==> config.mk <==
export PLATFORM = sky130hd
export DESIGN_NAME = car_motor_driver
export DESIGN_NICKNAME = d
export VERILOG_FILES = /design/src/rtl/car_pkg.sv /design/src/rtl/car_dur_timer.sv /design/src/rtl/car_motor_driver.sv
export SDC_FILE = /design/constraint.sdc
export NUM_CORES = 1
export LEC_CHECK = 0
export BUFFER_PORTS_ARGS = -buffer_cell sky130_fd_sc_hd__buf_2
export CORE_UTILIZATION = 53
export CTS_CLUSTER_DIAMETER = 200
export DETAILED_ROUTE_END_ITERATION = 10
export PLACE_DENSITY = 0.75
export SLEW_MARGIN = 20
export SYNTH_ARGS = -nofsm -noshare
export SYNTH_HDL_FRONTEND = slang
export SYNTH_SLANG_ARGS = --single-unit
==> constraint.sdc <==
create_clock -name clk -period 1.95 [get_ports clk]
set_input_delay 0.0975 -clock clk [delete_from_list [all_inputs] [get_ports clk]]
set_output_delay 0.0975 -clock clk [all_outputs]
set_load 0.01 [all_outputs]
==> src/rtl/car_pkg.sv <==
// Shared types for the car motor driver: FSM states, command encoding, motor patterns.
// Latency: n/a (types and pure functions only).
// Backpressure: n/a.
package car_pkg;

    // Driver FSM states
    typedef enum logic [2:0] {
        IDLE   = 3'd0,
        FWD    = 3'd1,
        TURN_L = 3'd2,
        TURN_R = 3'd3,
        BRAKE  = 3'd4
    } state_t;

    // Command bundle as seen from the steering controller: {front, left, right}
    typedef logic [2:0] cmd_t;

    localparam cmd_t CMD_NONE  = 3'b000;
    localparam cmd_t CMD_FRONT = 3'b100;
    localparam cmd_t CMD_LEFT  = 3'b010;
    localparam cmd_t CMD_RIGHT = 3'b001;

    // True when more than one command line is high at once
    function automatic logic cmd_illegal(input cmd_t c);
        return (c[2] & c[1]) | (c[2] & c[0]) | (c[1] & c[0]);
    endfunction

    // H-bridge enables per state, ordered {l_fwd, l_rev, r_fwd, r_rev}.
    // No pattern ever sets fwd and rev of the same wheel together.
    function automatic logic [3:0] motor_pattern(input state_t s);
        case (s)
            FWD:     return 4'b1010;
            TURN_L:  return 4'b0110;
            TURN_R:  return 4'b1001;
            default: return 4'b0000;
        endcase
    endfunction

    // Largest of three durations; sizes the shared timer
    function automatic int max3(input int a, input int b, input int c);
        int m;
        m = (a > b) ? a : b;
        return (m > c) ? m : c;
    endfunction

endpackage

==> src/rtl/car_dur_timer.sv <==
// Loadable down-counter timing each manoeuvre and the brake dead-time.
// Latency: load takes effect at the next edge; expired is decoded from the count.
// Backpressure: none; counts every cycle, holds at zero.
module car_dur_timer #(
    parameter int W = 4
) (
    input  logic         clk,
    input  logic         rst_n,
    input  logic         load,
    input  logic [W-1:0] load_val,
    output logic         expired
);

    logic [W-1:0] count;

    // Load on state entry, otherwise count down and park at zero
    always_ff @(posedge clk or negedge rst_n) begin
        if (!rst_n) begin
            count <= '0;
        end else if (load) begin
            count <= load_val;
        end else if (count != '0) begin
            count <= count - 1'b1;
        end
    end

    assign expired = (count == '0);

endmodule

==> src/rtl/car_motor_driver.sv <==
// Wheel H-bridge driver running timed forward/spin manoeuvres, each followed by a brake dead-time.
// Latency: command sampled in IDLE drives motors and busy from that same edge (registered outputs).
// Backpressure: busy high while moving/braking; commands then are dropped, not queued. Optional PWM: CAR_PWM_EN.
module car_motor_driver
    import car_pkg::*;
#(
    parameter int FWD_CYCLES   = 8,
    parameter int TURN_CYCLES  = 4,
    parameter int BRAKE_CYCLES = 2,
    parameter int DUTY         = 12
) (
    input  logic clk,
    input  logic rst_n,
    input  logic go_front,
    input  logic go_left,
    input  logic go_right,
    output logic motor_l_fwd,
    output logic motor_l_rev,
    output logic motor_r_fwd,
    output logic motor_r_rev,
    output logic busy,
    output logic cmd_err
);

    localparam int MAX_D = max3(FWD_CYCLES, TURN_CYCLES, BRAKE_CYCLES);
    localparam int TW    = $clog2(MAX_D + 1);

    localparam logic [TW-1:0] FWD_LOAD   = TW'(FWD_CYCLES - 1);
    localparam logic [TW-1:0] TURN_LOAD  = TW'(TURN_CYCLES - 1);
    localparam logic [TW-1:0] BRAKE_LOAD = TW'(BRAKE_CYCLES - 1);

    state_t          state;
    state_t          state_nxt;
    cmd_t            cmd;
    logic            tmr_load;
    logic [TW-1:0]   tmr_load_val;
    logic            tmr_expired;
    logic            err_nxt;
    logic            pwm_on;
    logic [3:0]      motor_nxt;
    logic [3:0]      motor_q;

    assign cmd = {go_front, go_left, go_right};

    car_dur_timer #(
        .W (TW)
    ) u_timer (
        .clk      (clk),
        .rst_n    (rst_n),
        .load     (tmr_load),
        .load_val (tmr_load_val),
        .expired  (tmr_expired)
    );

`ifdef CAR_PWM_EN
    logic [3:0] pwm_cnt;
    logic [3:0] pwm_cnt_nxt;

    assign pwm_cnt_nxt = pwm_cnt + 4'd1;

    // Free-running PWM phase, wraps 15 -> 0
    always_ff @(posedge clk or negedge rst_n) begin
        if (!rst_n) begin
            pwm_cnt <= 4'd0;
        end else begin
            pwm_cnt <= pwm_cnt_nxt;
        end
    end

    // Compared against the phase the registered outputs will show next cycle
    assign pwm_on = ({1'b0, pwm_cnt_nxt} < 5'(DUTY));
`else
    // Without PWM the forward enables stay on for the whole run (DUTY is always >= 0)
    assign pwm_on = (DUTY >= 0);
`endif

    // Next state and timer reload: sample commands only in IDLE, leave timed states on expiry
    always_comb begin
        state_nxt    = state;
        tmr_load     = 1'b0;
        tmr_load_val = '0;
        case (state)
            IDLE: begin
                case (cmd)
                    CMD_FRONT: begin
                        state_nxt    = FWD;
                        tmr_load     = 1'b1;
                        tmr_load_val = FWD_LOAD;
                    end
                    CMD_LEFT: begin
                        state_nxt    = TURN_L;
                        tmr_load     = 1'b1;
                        tmr_load_val = TURN_LOAD;
                    end
                    CMD_RIGHT: begin
                        state_nxt    = TURN_R;
                        tmr_load     = 1'b1;
                        tmr_load_val = TURN_LOAD;
                    end
                    default: begin
                        state_nxt = IDLE;
                    end
                endcase
            end
            FWD, TURN_L, TURN_R: begin
                // Every manoeuvre passes through the dead-time before the car can move again
                if (tmr_expired) begin
                    state_nxt    = BRAKE;
                    tmr_load     = 1'b1;
                    tmr_load_val = BRAKE_LOAD;
                end
            end
            BRAKE: begin
                if (tmr_expired) begin
                    state_nxt = IDLE;
                end
            end
            default: begin
                state_nxt = IDLE;
            end
        endcase
    end

    // Illegal multi-hot patterns only count when the driver is listening
    assign err_nxt = (state == IDLE) && cmd_illegal(cmd);

    // Motor enables for the coming cycle; PWM gates only the forward run
    always_comb begin
        motor_nxt = motor_pattern(state_nxt);
        if ((state_nxt == FWD) && !pwm_on) begin
            motor_nxt[3] = 1'b0;
            motor_nxt[1] = 1'b0;
        end
    end

    // FSM state and all outputs registered together
    always_ff @(posedge clk or negedge rst_n) begin
        if (!rst_n) begin
            state   <= IDLE;
            motor_q <= 4'b0000;
            busy    <= 1'b0;
            cmd_err <= 1'b0;
        end else begin
            state   <= state_nxt;
            motor_q <= motor_nxt;
            busy    <= (state_nxt != IDLE);
            cmd_err <= err_nxt;
        end
    end

    assign {motor_l_fwd, motor_l_rev, motor_r_fwd, motor_r_rev} = motor_q;

    // A wheel must never be driven both ways at once
    a_l_exclusive: assert property (@(posedge clk) disable iff (!rst_n)
        !(motor_l_fwd && motor_l_rev));
    a_r_exclusive: assert property (@(posedge clk) disable iff (!rst_n)
        !(motor_r_fwd && motor_r_rev));
    // Motors only move while busy
    a_idle_quiet: assert property (@(posedge clk) disable iff (!rst_n)
        !busy |-> (motor_q == 4'b0000));

endmodule

==> impl_metrics.csv, run 1 <==
group,metric,value,unit
final_layout,area_growth,6.81,%
clock_network,numCtsBuffers,3,
clock_network,post_cts_buffers,0,
floorplan,rows,13,
grt,grt_max_degree,14,
placed_design,gp_congestion,0.738,
grt,grt-ovfl-total,0,
worst_setup_path,required,2.09,ns
route,wl_per_cell,14.2,um
route,drt-pass1-iter-count,4,
floorplan,fp.dieW,39.7,um
route,drc,0,
worst_setup_path,crit_family,"simple AND/OR/NAND/NOR gates",
clock_network,cts_tree,"yes",
final_layout,diodes,0,
floorplan,io_pins,11,
sta,layout_setup_ws,0.289,ns
logic_synthesis,yosysWarningCount,0,
floorplan,die_y,39.7,um
final_layout,drive_gt1_frac,0.210,
route,detail-route-antenna-nets,0,
logic_synthesis,synthTopCellsByArea,"dfrtp_1 43%, nor2b_1 3.3%, buf_6 3.0%",
logic_synthesis,synth_area,753,um2
grt,grt_pass1_vias,489,
worst_setup_path,worstPathArrival,1.80,ns
logic_synthesis,synth_common_cells,"13 x dfrtp_1, 5 x inv_1, 4 x buf_2, 4 x nor2b_1",
placed_design,placed_area,768,um2
sta,setup_viol,0,
route,drt_iter0_drc,12,
grt,antenna_found_initial,0,
logic_synthesis,ys_ff_latch,13,
floorplan,dieArea,1580,um2
route,drt-vias-per-instance,5.92,
sta,skew,0.00164,ns
grt,grt_pass1_wl,2170,um
clock_network,ctsLongestPathBuffers,2,
pwr,p_leak,0.000347,uW
sta,tns,0,ns
worst_setup_path,max_stage_delay,0.48,ns
worst_setup_path,end_kind,"flip-flop",
logic_synthesis,ys_async_sr_fraction,1.00,
logic_synthesis,synthFlopType,"dfrtp_1",
logic_synthesis,synth_top_area_frac,0.432,
sta,final_hold_viol_count,0,
sta,fin_crit,1.66,ns
placed_design,pre_cts_ws,0.312,ns
final_layout,final_area,805,um2
floorplan,start_util,0.572,
sta,relSlewSlack,0.643,
final_layout,nNetsFinal,88,
worst_setup_path,path_class,"flip-flop to flip-flop",
run,max_cap_viol_count,0,
worst_setup_path,crit_fanout,7,
route,via_count,568,
final_layout,nFillCells,106,
logic_synthesis,yosysSeqAreaShare,0.432,
clock_network,clkTransAtPathRegs,0.08,ns
logic_synthesis,synthDistinctLibCells,38,
logic_synthesis,yosysTopAreaCell,"dfrtp_1",
worst_setup_path,start_kind,"flip-flop",
clock_network,clock_sinks,13,
logic_synthesis,synth_nets,80,
sta,max_clock_freq,602,MHz
worst_setup_path,crit_buf_inv,1,
logic_synthesis,synth_cells,74,
grt,groute.usage.overall,0.210,
worst_hold_path,worstHoldPathType,"input port to flip-flop",
sta,worstMarginPinSlew,0.535,ns
sta,final_max_slew_viol_count,0,
worst_setup_path,cp_slowest_cell,"or3b_1",
floorplan,core_area,1320,um2
pwr,irDropWorstVdd,0.000816,V
route,routed_wl,1360,um
run_status,status,"finished clean",
final_layout,fin_util,0.611,
clock_network,clk_latency,0.26,ns
clock_network,root_buffer,"clkbuf_4",
placed_design,numPortBuffers,10,
worst_setup_path,crit_chain,"inv_1 > ha_1 > or3b_1 > a22oi_1 > nor4_1",
logic_synthesis,synth_area_per_cell,10.2,um2
sta,period_share,0.852,
sta,rsz0062_at_grt,"no",
logic_synthesis,synth_edf_count,0,
placed_design,dpl.hpwl,957,um
pwr,cellPowerDensity,1610,nW/um2
logic_synthesis,synth.most_common_cell,"dfrtp_1",
clock_network,htreeDepth,1,
worst register-to-register path, stage by stage, from the launching register on:
cell and delay (ns):
dfrtp_1 0.40, inv_1 0.08, ha_1 0.21, or3b_1 0.48, a22oi_1 0.28, nor4_1 0.08
through the flow:
stage | total power, uW | instances | hold slack (ns)
finish | 1290 | 96 | 0.168
global route | 1400 | 96 | 0.161
CTS | 1300 | 96 | 0.158
detailed placement | 1130 | 91 | -0.000419
global placement | 1120 | 91 | -0.00327
floorplan | 1050 | 74 | -0.198
cells in the final DEF, fill, tap and decap left out, types with 2 or more instances in the layout:
master / count
buf_2: 10
a22oi_1: 2
o31ai_1: 2
o21ai_0: 2
nor2b_1: 4
nand3_1: 3
inv_1: 5
clkbuf_4: 3
nor3_1: 2
nor4_1: 2
xor2_1: 2
o21a_1: 2
dfrtp_1: 13
a21oi_1: 3
nor2_1: 2
nand2_1: 2
registers in the layout, summed over array words and instances, names as in the netlist:
name           flops
motor_q            4
u_timer.count      4
state              3
busy               1
cmd_err            1
metal layers:
layer	track usage	share of wire	up-vias
met5	0	0	-
met4	0.0776	0.0088	0
met3	0.0511	0.044	2
met2	0.328	0.45	18
met1	0.275	0.49	263
li1	-	-	285
cell type report:
cell class | instances | area (um2) | share of cell area
multi-input cells | 48 | 355 | 0.442
flip-flops and latches | 13 | 325 | 0.404
repair buffers | 11 | 60.1 | 0.0747
clock buffers | 4 | 26.3 | 0.0327
inverters | 5 | 18.8 | 0.0233
well taps | 15 | 18.8 | 0.0233
repair_timing:
item	in CTS	in global routing
hold endpoints to repair	13	0
hold buffers	1	0
resized for setup	0	0
cell families (layout without fill, tap and decap cells):
family | Yosys count | count (layout) | synth area share
AND/OR/NAND/NOR | 22 | 22 | 0.196
AO/OA/AOI/OAI | 21 | 21 | 0.209
flip-flops | 13 | 13 | 0.432
buffers and inverters | 13 | 20 | 0.0963
XOR/XNOR | 3 | 3 | 0.0349
adder cells (fa/ha/maj) | 1 | 1 | 0.0166
multiplexers | 1 | 1 | 0.0149
report_power, final:
group	internal, uW	total (uW)	switching, uW
registers	396	539	144
logic	286	591	305
clock network	79.0	162	83.3
path summary, 6_finish.rpt:
| path | to | slack (ns) | cells after the start | start |
|---|---|---|---|---|
| setup / recovery | motor_q[2] | 0.29 | 5 | u_timer.count[0] |
| hold / removal | u_timer.count[2] | 0.17 | 2 | go_right |
| setup reg to reg | motor_q[2] | 0.29 | 5 | u_timer.count[0] |
| hold reg to reg | u_timer.count[1] | 0.57 | 2 | u_timer.count[1] |
| max in group asynchronous | u_timer.count[2] | 1.49 | 2 | rst_n |
| min in group asynchronous | state[0] | 0.24 | 2 | rst_n |
No activity file was read; power rests on OpenSTA's default activity.
==> inputs of run 2 (changes only) <==
--- a/config.mk
+++ b/config.mk
@@ -6,9 +6,10 @@
 export NUM_CORES = 1
 export LEC_CHECK = 0
+export ABC_AREA = 1
 export BUFFER_PORTS_ARGS = -buffer_cell sky130_fd_sc_hd__buf_2
-export CORE_UTILIZATION = 53
+export CORE_UTILIZATION = 52
 export CTS_CLUSTER_DIAMETER = 200
 export DETAILED_ROUTE_END_ITERATION = 10
-export PLACE_DENSITY = 0.75
+export PLACE_DENSITY = 0.74
 export SLEW_MARGIN = 20
 export SYNTH_ARGS = -nofsm -noshare
==> constraint.sdc (replaced) <==
create_clock -name clk -period 1.95 [get_ports clk]
set_input_delay 0.39 -clock clk [delete_from_list [all_inputs] [get_ports clk]]
set_output_delay 0.39 -clock clk [all_outputs]
set_load 0.01 [all_outputs]
==> impl_metrics.csv, run 2 <==
group,metric,value,unit
run_status,status,"complete, but fails checks",
run_status,violations,"hold timing",
clock_network,clock_sinks,13,
final_layout,multi_input_area,314,um2
logic_synthesis,synthTopCellsByArea,"dfrtp_1 47%, nand2_1 8.6%, inv_1 5.9%",
floorplan,start_util,0.597,
logic_synthesis,synth.most_common_cell,"nand2_1",
final_layout,nNetsFinal,102,
pwr,p_sw,606,uW
clock_network,cts_hold_buf,0,
logic_synthesis,synth_cells,81,
logic_synthesis,ys_ff_latch,13,
sta,fin_crit,1.29,ns
final_layout,area_growth,13.4,%
placed_design,dp.cells,105,
worst_setup_path,path_class,"flip-flop to flip-flop",
clock_network,cts_tree,"yes",
logic_synthesis,synth_common_cells,"16 x nand2_1, 13 x dfrtp_1, 11 x inv_1",
pwr,pwr-share-seq,0.353,
final_layout,most-common-layout-cells,"16 x nand2_1, 13 x dfrtp_1, 11 x inv_1",
sta,final_max_slew_viol_count,0,
logic_synthesis,synth_edf_count,0,
pwr,p_int,746,uW
floorplan,fp.dieW,38.7,um
sta,max_clock_freq,776,MHz
worst_setup_path,max_stage_delay,0.38,ns
floorplan,core_area,1170,um2
clock_network,numCtsBuffers,3,
pwr,clkPwrFrac,0.116,
pwr,swShare,0.449,
route,detail-route-antenna-nets,0,
logic_synthesis,synth_area,699,um2
logic_synthesis,synth_top_area_frac,0.465,
worst_setup_path,rrSetupSlack,0.66,ns
pwr,irDropWorstVdd,0.000943,V
worst_setup_path,worstSetupStartpoint,"u_timer.count[0]",
sta,relSlewSlack,0.803,
worst_setup_path,crit_fanout,4,
floorplan,die_y,38.7,um
worst_setup_path,worstPathArrival,1.45,ns
pwr,cellPowerDensity,1700,nW/um2
sta,final_hold_viol_count,5,
grt,antenna_found_initial,0,
worst_setup_path,end_kind,"flip-flop",
route,drt_iter0_drc,8,
worst_setup_path,start_kind,"flip-flop",
worst_setup_path,required,2.11,ns
sta,skew,0.00397,ns
sta,period_share,0.661,
sta,tns,0,ns
clock_network,post_cts_buffers,0,
grt,grt_pass1_vias,541,
route,routed_wl,1190,um
route,drc,0,
final_layout,diodes,0,
floorplan,dieArea,1500,um2
grt,groute.usage.overall,0.204,
sta,whs,-0.00344,ns
run,max_cap_viol_count,0,
placed_design,gp_congestion,0.750,
clock_network,post_cts_resized,0,
sta,worstMarginPinSlew,0.296,ns
final_layout,final_cell_count_no_fill,109,
logic_synthesis,synth_nets,87,
placed_design,dpl.hpwl,975,um
logic_synthesis,synthDistinctLibCells,22,
final_layout,fin_util,0.677,
logic_synthesis,ys_async_sr_fraction,1.00,
route,via_count,542,
logic_synthesis,yosysTopAreaCell,"dfrtp_1",
grt,grt_max_degree,14,
final_layout,nFillCells,111,
clock_network,clkTransAtPathRegs,0.08,ns
logic_synthesis,yosysWarningCount,0,
placed_design,numPortBuffers,10,
worst_setup_path,rr_startpoint,"u_timer.count[0]",
worst_setup_path,cp_slowest_cell,"dfrtp_1",
final_layout,top_regs,"motor_q (4), u_timer.count (4), state (3)",
worst_setup_path,r2r_cells,7,
placed_design,pre_cts_ws,0.667,ns
grt,grt_pass1_wl,2060,um
logic_synthesis,yosysSeqAreaShare,0.465,
final_layout,final_common_cell,"nand2_1",
route,wl_per_cell,10.9,um
clock_network,clk_latency,0.26,ns
grt,grt-ovfl-total,0,
final_layout,drive_gt1_frac,0.316,
worst_setup_path,crit_chain,"inv_1 > ha_1 > a21oi_2 > inv_1 > nand2_2 > nor2_1 > nand2_1",
route,drt-vias-per-instance,4.97,
route,drt-pass1-iter-count,4,
floorplan,io_pins,11,
sta,layout_setup_ws,0.661,ns
worst_setup_path,crit_path_frequent_cell,"inv_1",
worst_hold_path,worstHoldPathType,"input port to asynchronous set/reset pin",
logic_synthesis,synth_area_per_cell,8.63,um2
final_layout,regArea,325,um2
clock_network,ctsLongestPathBuffers,2,
pwr,combPwrFrac,0.531,
logic_synthesis,synthFlopType,"dfrtp_1",
pwr,p_leak,0.000448,uW
sta,rsz0062_at_grt,"no",
clock_network,root_buffer,"clkbuf_4",
clock_network,htreeDepth,1,
sta,setup_viol,0,
floorplan,rows,12,
==> run 2: cell type report <==
type	count	share of cell area
Clock buffer	4	0.0331
Inverter	14	0.0757
Multi-Input combinational cell	54	0.396
Sequential cell	13	0.410
Tap cell	14	0.0221
Timing Repair Buffer	10	0.0631
==> run 2: power groups by stage <==
stage / registers [uW] / logic, uW / clock network, uW
4_1_cts: 479 / 728 / 165
3_5_place_dp: 484 / 723 / 0
3_3_place_gp: 482 / 710 / 0
5_1_grt: 488 / 825 / 176
6_report: 478 / 718 / 157
2_1_floorplan: 504 / 534 / 0
==> run 2: per-layer routing <==
metal / track usage / vias to the layer above / routed length, um
met5: 0 / - / 0
met4: 0.0776 / 0 / 0
met3: 0.0173 / 0 / 30
met2: 0.346 / 8 / 611
met1: 0.270 / 253 / 545
li1: - / 281 / -
==> run 2: logic make-up (layout without fill, tap and decap cells) <==
group	Yosys count	after routing	share of synthesized area
AO/OA/AOI/OAI	4	4	0.0340
adder cells (fa/ha/maj)	1	1	0.0179
flip-flops	13	13	0.465
buffers and inverters	14	28	0.0859
XOR/XNOR	1	1	0.0125
AND/OR/NAND/NOR	48	48	0.385
==> run 2: metrics by stage <==
stage	power [uW]	cell area, um2
2_1_floorplan	1040	699
3_3_place_gp	1190	767
3_5_place_dp	1210	767
4_1_cts	1370	793
5_1_grt	1490	793
6_report	1350	793
==> run 2: worst paths after layout <==
check	endpoint
hold / removal	u_timer.count[3]
min in group clk	u_timer.count[2]
setup / recovery	busy
max in group asynchronous	u_timer.count[1]
hold reg to reg	u_timer.count[1]
setup reg to reg	busy
==> run 2: worst max-delay path, delay by kind of cell (launching register included) <==
family | cells | cell delay (ns)
flip-flops | 1 | 0.38
AO/OA/AOI/OAI | 1 | 0.11
buffers and inverters | 2 | 0.20
adder cells (fa/ha/maj) | 1 | 0.28
AND/OR/NAND/NOR | 3 | 0.22
==> inputs of run 3 (changes only) <==
ABC_AREA = 0   (was 1)
CORE_UTILIZATION = 48   (was 52)
PLACE_DENSITY = 0.72   (was 0.74)
clock period = 1.1 ns   (was 1.95 ns; I/O delays follow)
==> impl_metrics.csv, run 3 (synthesis results as in run 1) <==
group,metric,value,unit
final_layout,top_regs,"motor_q (4), u_timer.count (4), state (3)",
sta,whs,0.293,ns
grt,antenna_found_initial,0,
placed_design,dpl.hpwl,1250,um
worst_setup_path,cp_slowest_cell,"or3b_4",
worst_setup_path,start_kind,"flip-flop",
clock_network,clkTransAtPathRegs,0.08,ns
worst_setup_path,crit_chain,"inv_2 > ha_4 > or3b_4 > a22oi_2 > nor4_2",
placed_design,numPortBuffers,10,
clock_network,htreeDepth,1,
pwr,clkPwrFrac,0.089,
run_status,violations,"setup timing",
route,routed_wl,1890,um
floorplan,start_util,0.545,
sta,skew,0.00488,ns
floorplan,die_y,41.6,um
pwr,pwr-share-seq,0.262,
worst_setup_path,path_class,"flip-flop to flip-flop",
route,drc,0,
clock_network,numCtsBuffers,3,
final_layout,most-common-layout-cells,"24 x buf_4, 13 x dfrtp_1, 10 x buf_2",
pwr,p_leak,0.000503,uW
pwr,p_sw,1360,uW
grt,grt_pass1_vias,682,
final_layout,final_common_cell,"buf_4",
route,drt-pass1-iter-count,4,
pwr,irDropWorstVdd,0.00204,V
sta,max_clock_freq,693,MHz
clock_network,clock_sinks,13,
floorplan,core_area,1380,um2
worst_setup_path,crit_family,"simple AND/OR/NAND/NOR gates",
final_layout,area_growth,47.5,%
route,wl_per_cell,15.5,um
worst_setup_path,crit_buf_inv,1,
pwr,combPwrFrac,0.649,
sta,setup_viol,13,
route,drt_iter0_drc,14,
route,via_count,712,
final_layout,drive_gt1_frac,0.598,
floorplan,rows,13,
sta,relSlewSlack,0.634,
sta,worstMarginPinSlew,0.549,ns
grt,grt_max_degree,14,
grt,grt-ovfl-total,0,
pwr,cellPowerDensity,3040,nW/um2
sta,layout_setup_ws,-0.344,ns
final_layout,final_area,1110,um2
grt,groute.usage.overall,0.243,
route,drt-vias-per-instance,5.84,
worst_hold_path,worstHoldPathType,"input port to flip-flop",
worst_setup_path,rr_startpoint,"u_timer.count[0]",
worst_setup_path,max_stage_delay,0.42,ns
pwr,p_int,2020,uW
worst_hold_path,hp-start,"go_right",
run_status,status,"complete, but fails checks",
final_layout,fin_util,0.804,
placed_design,placed_area,963,um2
floorplan,io_pins,11,
final_layout,multi_input_area,458,um2
route,detail-route-antenna-nets,0,
clock_network,ctsLongestPathBuffers,2,
sta,period_share,1.31,
worst_setup_path,worstSetupStartpoint,"u_timer.count[0]",
clock_network,cts_tree,"yes",
final_layout,diodes,0,
pwr,swShare,0.403,
worst_setup_path,required,1.26,ns
final_layout,final_cell_count_no_fill,122,
final_layout,nNetsFinal,114,
worst_setup_path,worstPathArrival,1.60,ns
run,max_cap_viol_count,0,
worst_setup_path,end_kind,"flip-flop",
sta,final_hold_viol_count,0,
worst_setup_path,crit_fanout,6,
final_layout,nFillCells,84,
clock_network,root_buffer,"clkbuf_4",
floorplan,fp.dieW,41.6,um
placed_design,gp_congestion,0.768,
sta,rsz0062_at_grt,"yes",
floorplan,dieArea,1730,um2
grt,grt_pass1_wl,3140,um
sta,fin_crit,1.44,ns
placed_design,dp.cells,114,
sta,final_max_slew_viol_count,0,
clock_network,clk_latency,0.28,ns
final_layout,regArea,325,um2
-- run 3: changes by cell type in the layout (fill, tap and decap cells not counted), moves of 3 or more --
| cell | change |
|---|---|
| buf_4 | +24 |
| nand2_1 | -15 |
| inv_1 | -8 |
| nor2_1 | -6 |
| nand3_1 | -5 |
| nand2_2 | -3 |
| nand2_4 | -3 |
-- run 3: tightest hold or removal path: cells and delay by family --
kind                   cells  cell delay [ns]
AO/OA/AOI/OAI              1             0.07
buffers and inverters      2             0.25
-- run 3: area by class of cell --
cell class,instances,area share
Clock buffer,3,0.0203
Clock inverter,1,0.00450
Inverter,5,0.0169
Multi-Input combinational cell,48,0.412
Sequential cell,13,0.293
Tap cell,15,0.0169
Timing Repair Buffer,37,0.236
-- run 3: metal layers --
layer	track usage	share of wire	vias up
met5	0	0	-
met4	0.135	0.026	0
met3	0.0348	0.037	6
met2	0.356	0.45	20
met1	0.342	0.49	349
li1	-	-	337
-- run 3: power by group through the flow --
stage                     combinational [uW]  sequential, uW  clock, uW
after floorplan                         1120             861          0
after global placement                  1670             847          0
after detailed placement                1710             863          0
after CTS                               2020             871        298
after global routing                    2340             907        325
final                                   2190             885        300
-- run 3: metrics by stage --
step	setup WS (ns)	setup TNS [ns]	power (uW)
after floorplan	-0.373	-3.29	1980
after global placement	-0.359	-3.43	2520
after detailed placement	-0.412	-3.94	2570
after CTS	-0.338	-3.38	3190
after global routing	-0.387	-4.21	3570
final	-0.344	-3.58	3380
-- run 3: timing repair --
action,CTS,global route
setup buffers,6,0
resized for setup,14,8
pin swaps,9,7
endpoints found under the hold margin,13,0
hold buffers,1,0
endpoints found under the setup margin,13,13
gates cloned,0,0
-- run 3: path summary, 6_finish.rpt --
path	end	slack, ns	cells after the start
setup / recovery	motor_q[2]	-0.34	5
hold / removal	u_timer.count[2]	0.29	3
setup reg to reg	motor_q[2]	-0.34	5
hold reg to reg	motor_q[1]	0.63	2
max in group asynchronous	motor_q[0]	0.53	2
min in group asynchronous	busy	0.34	2
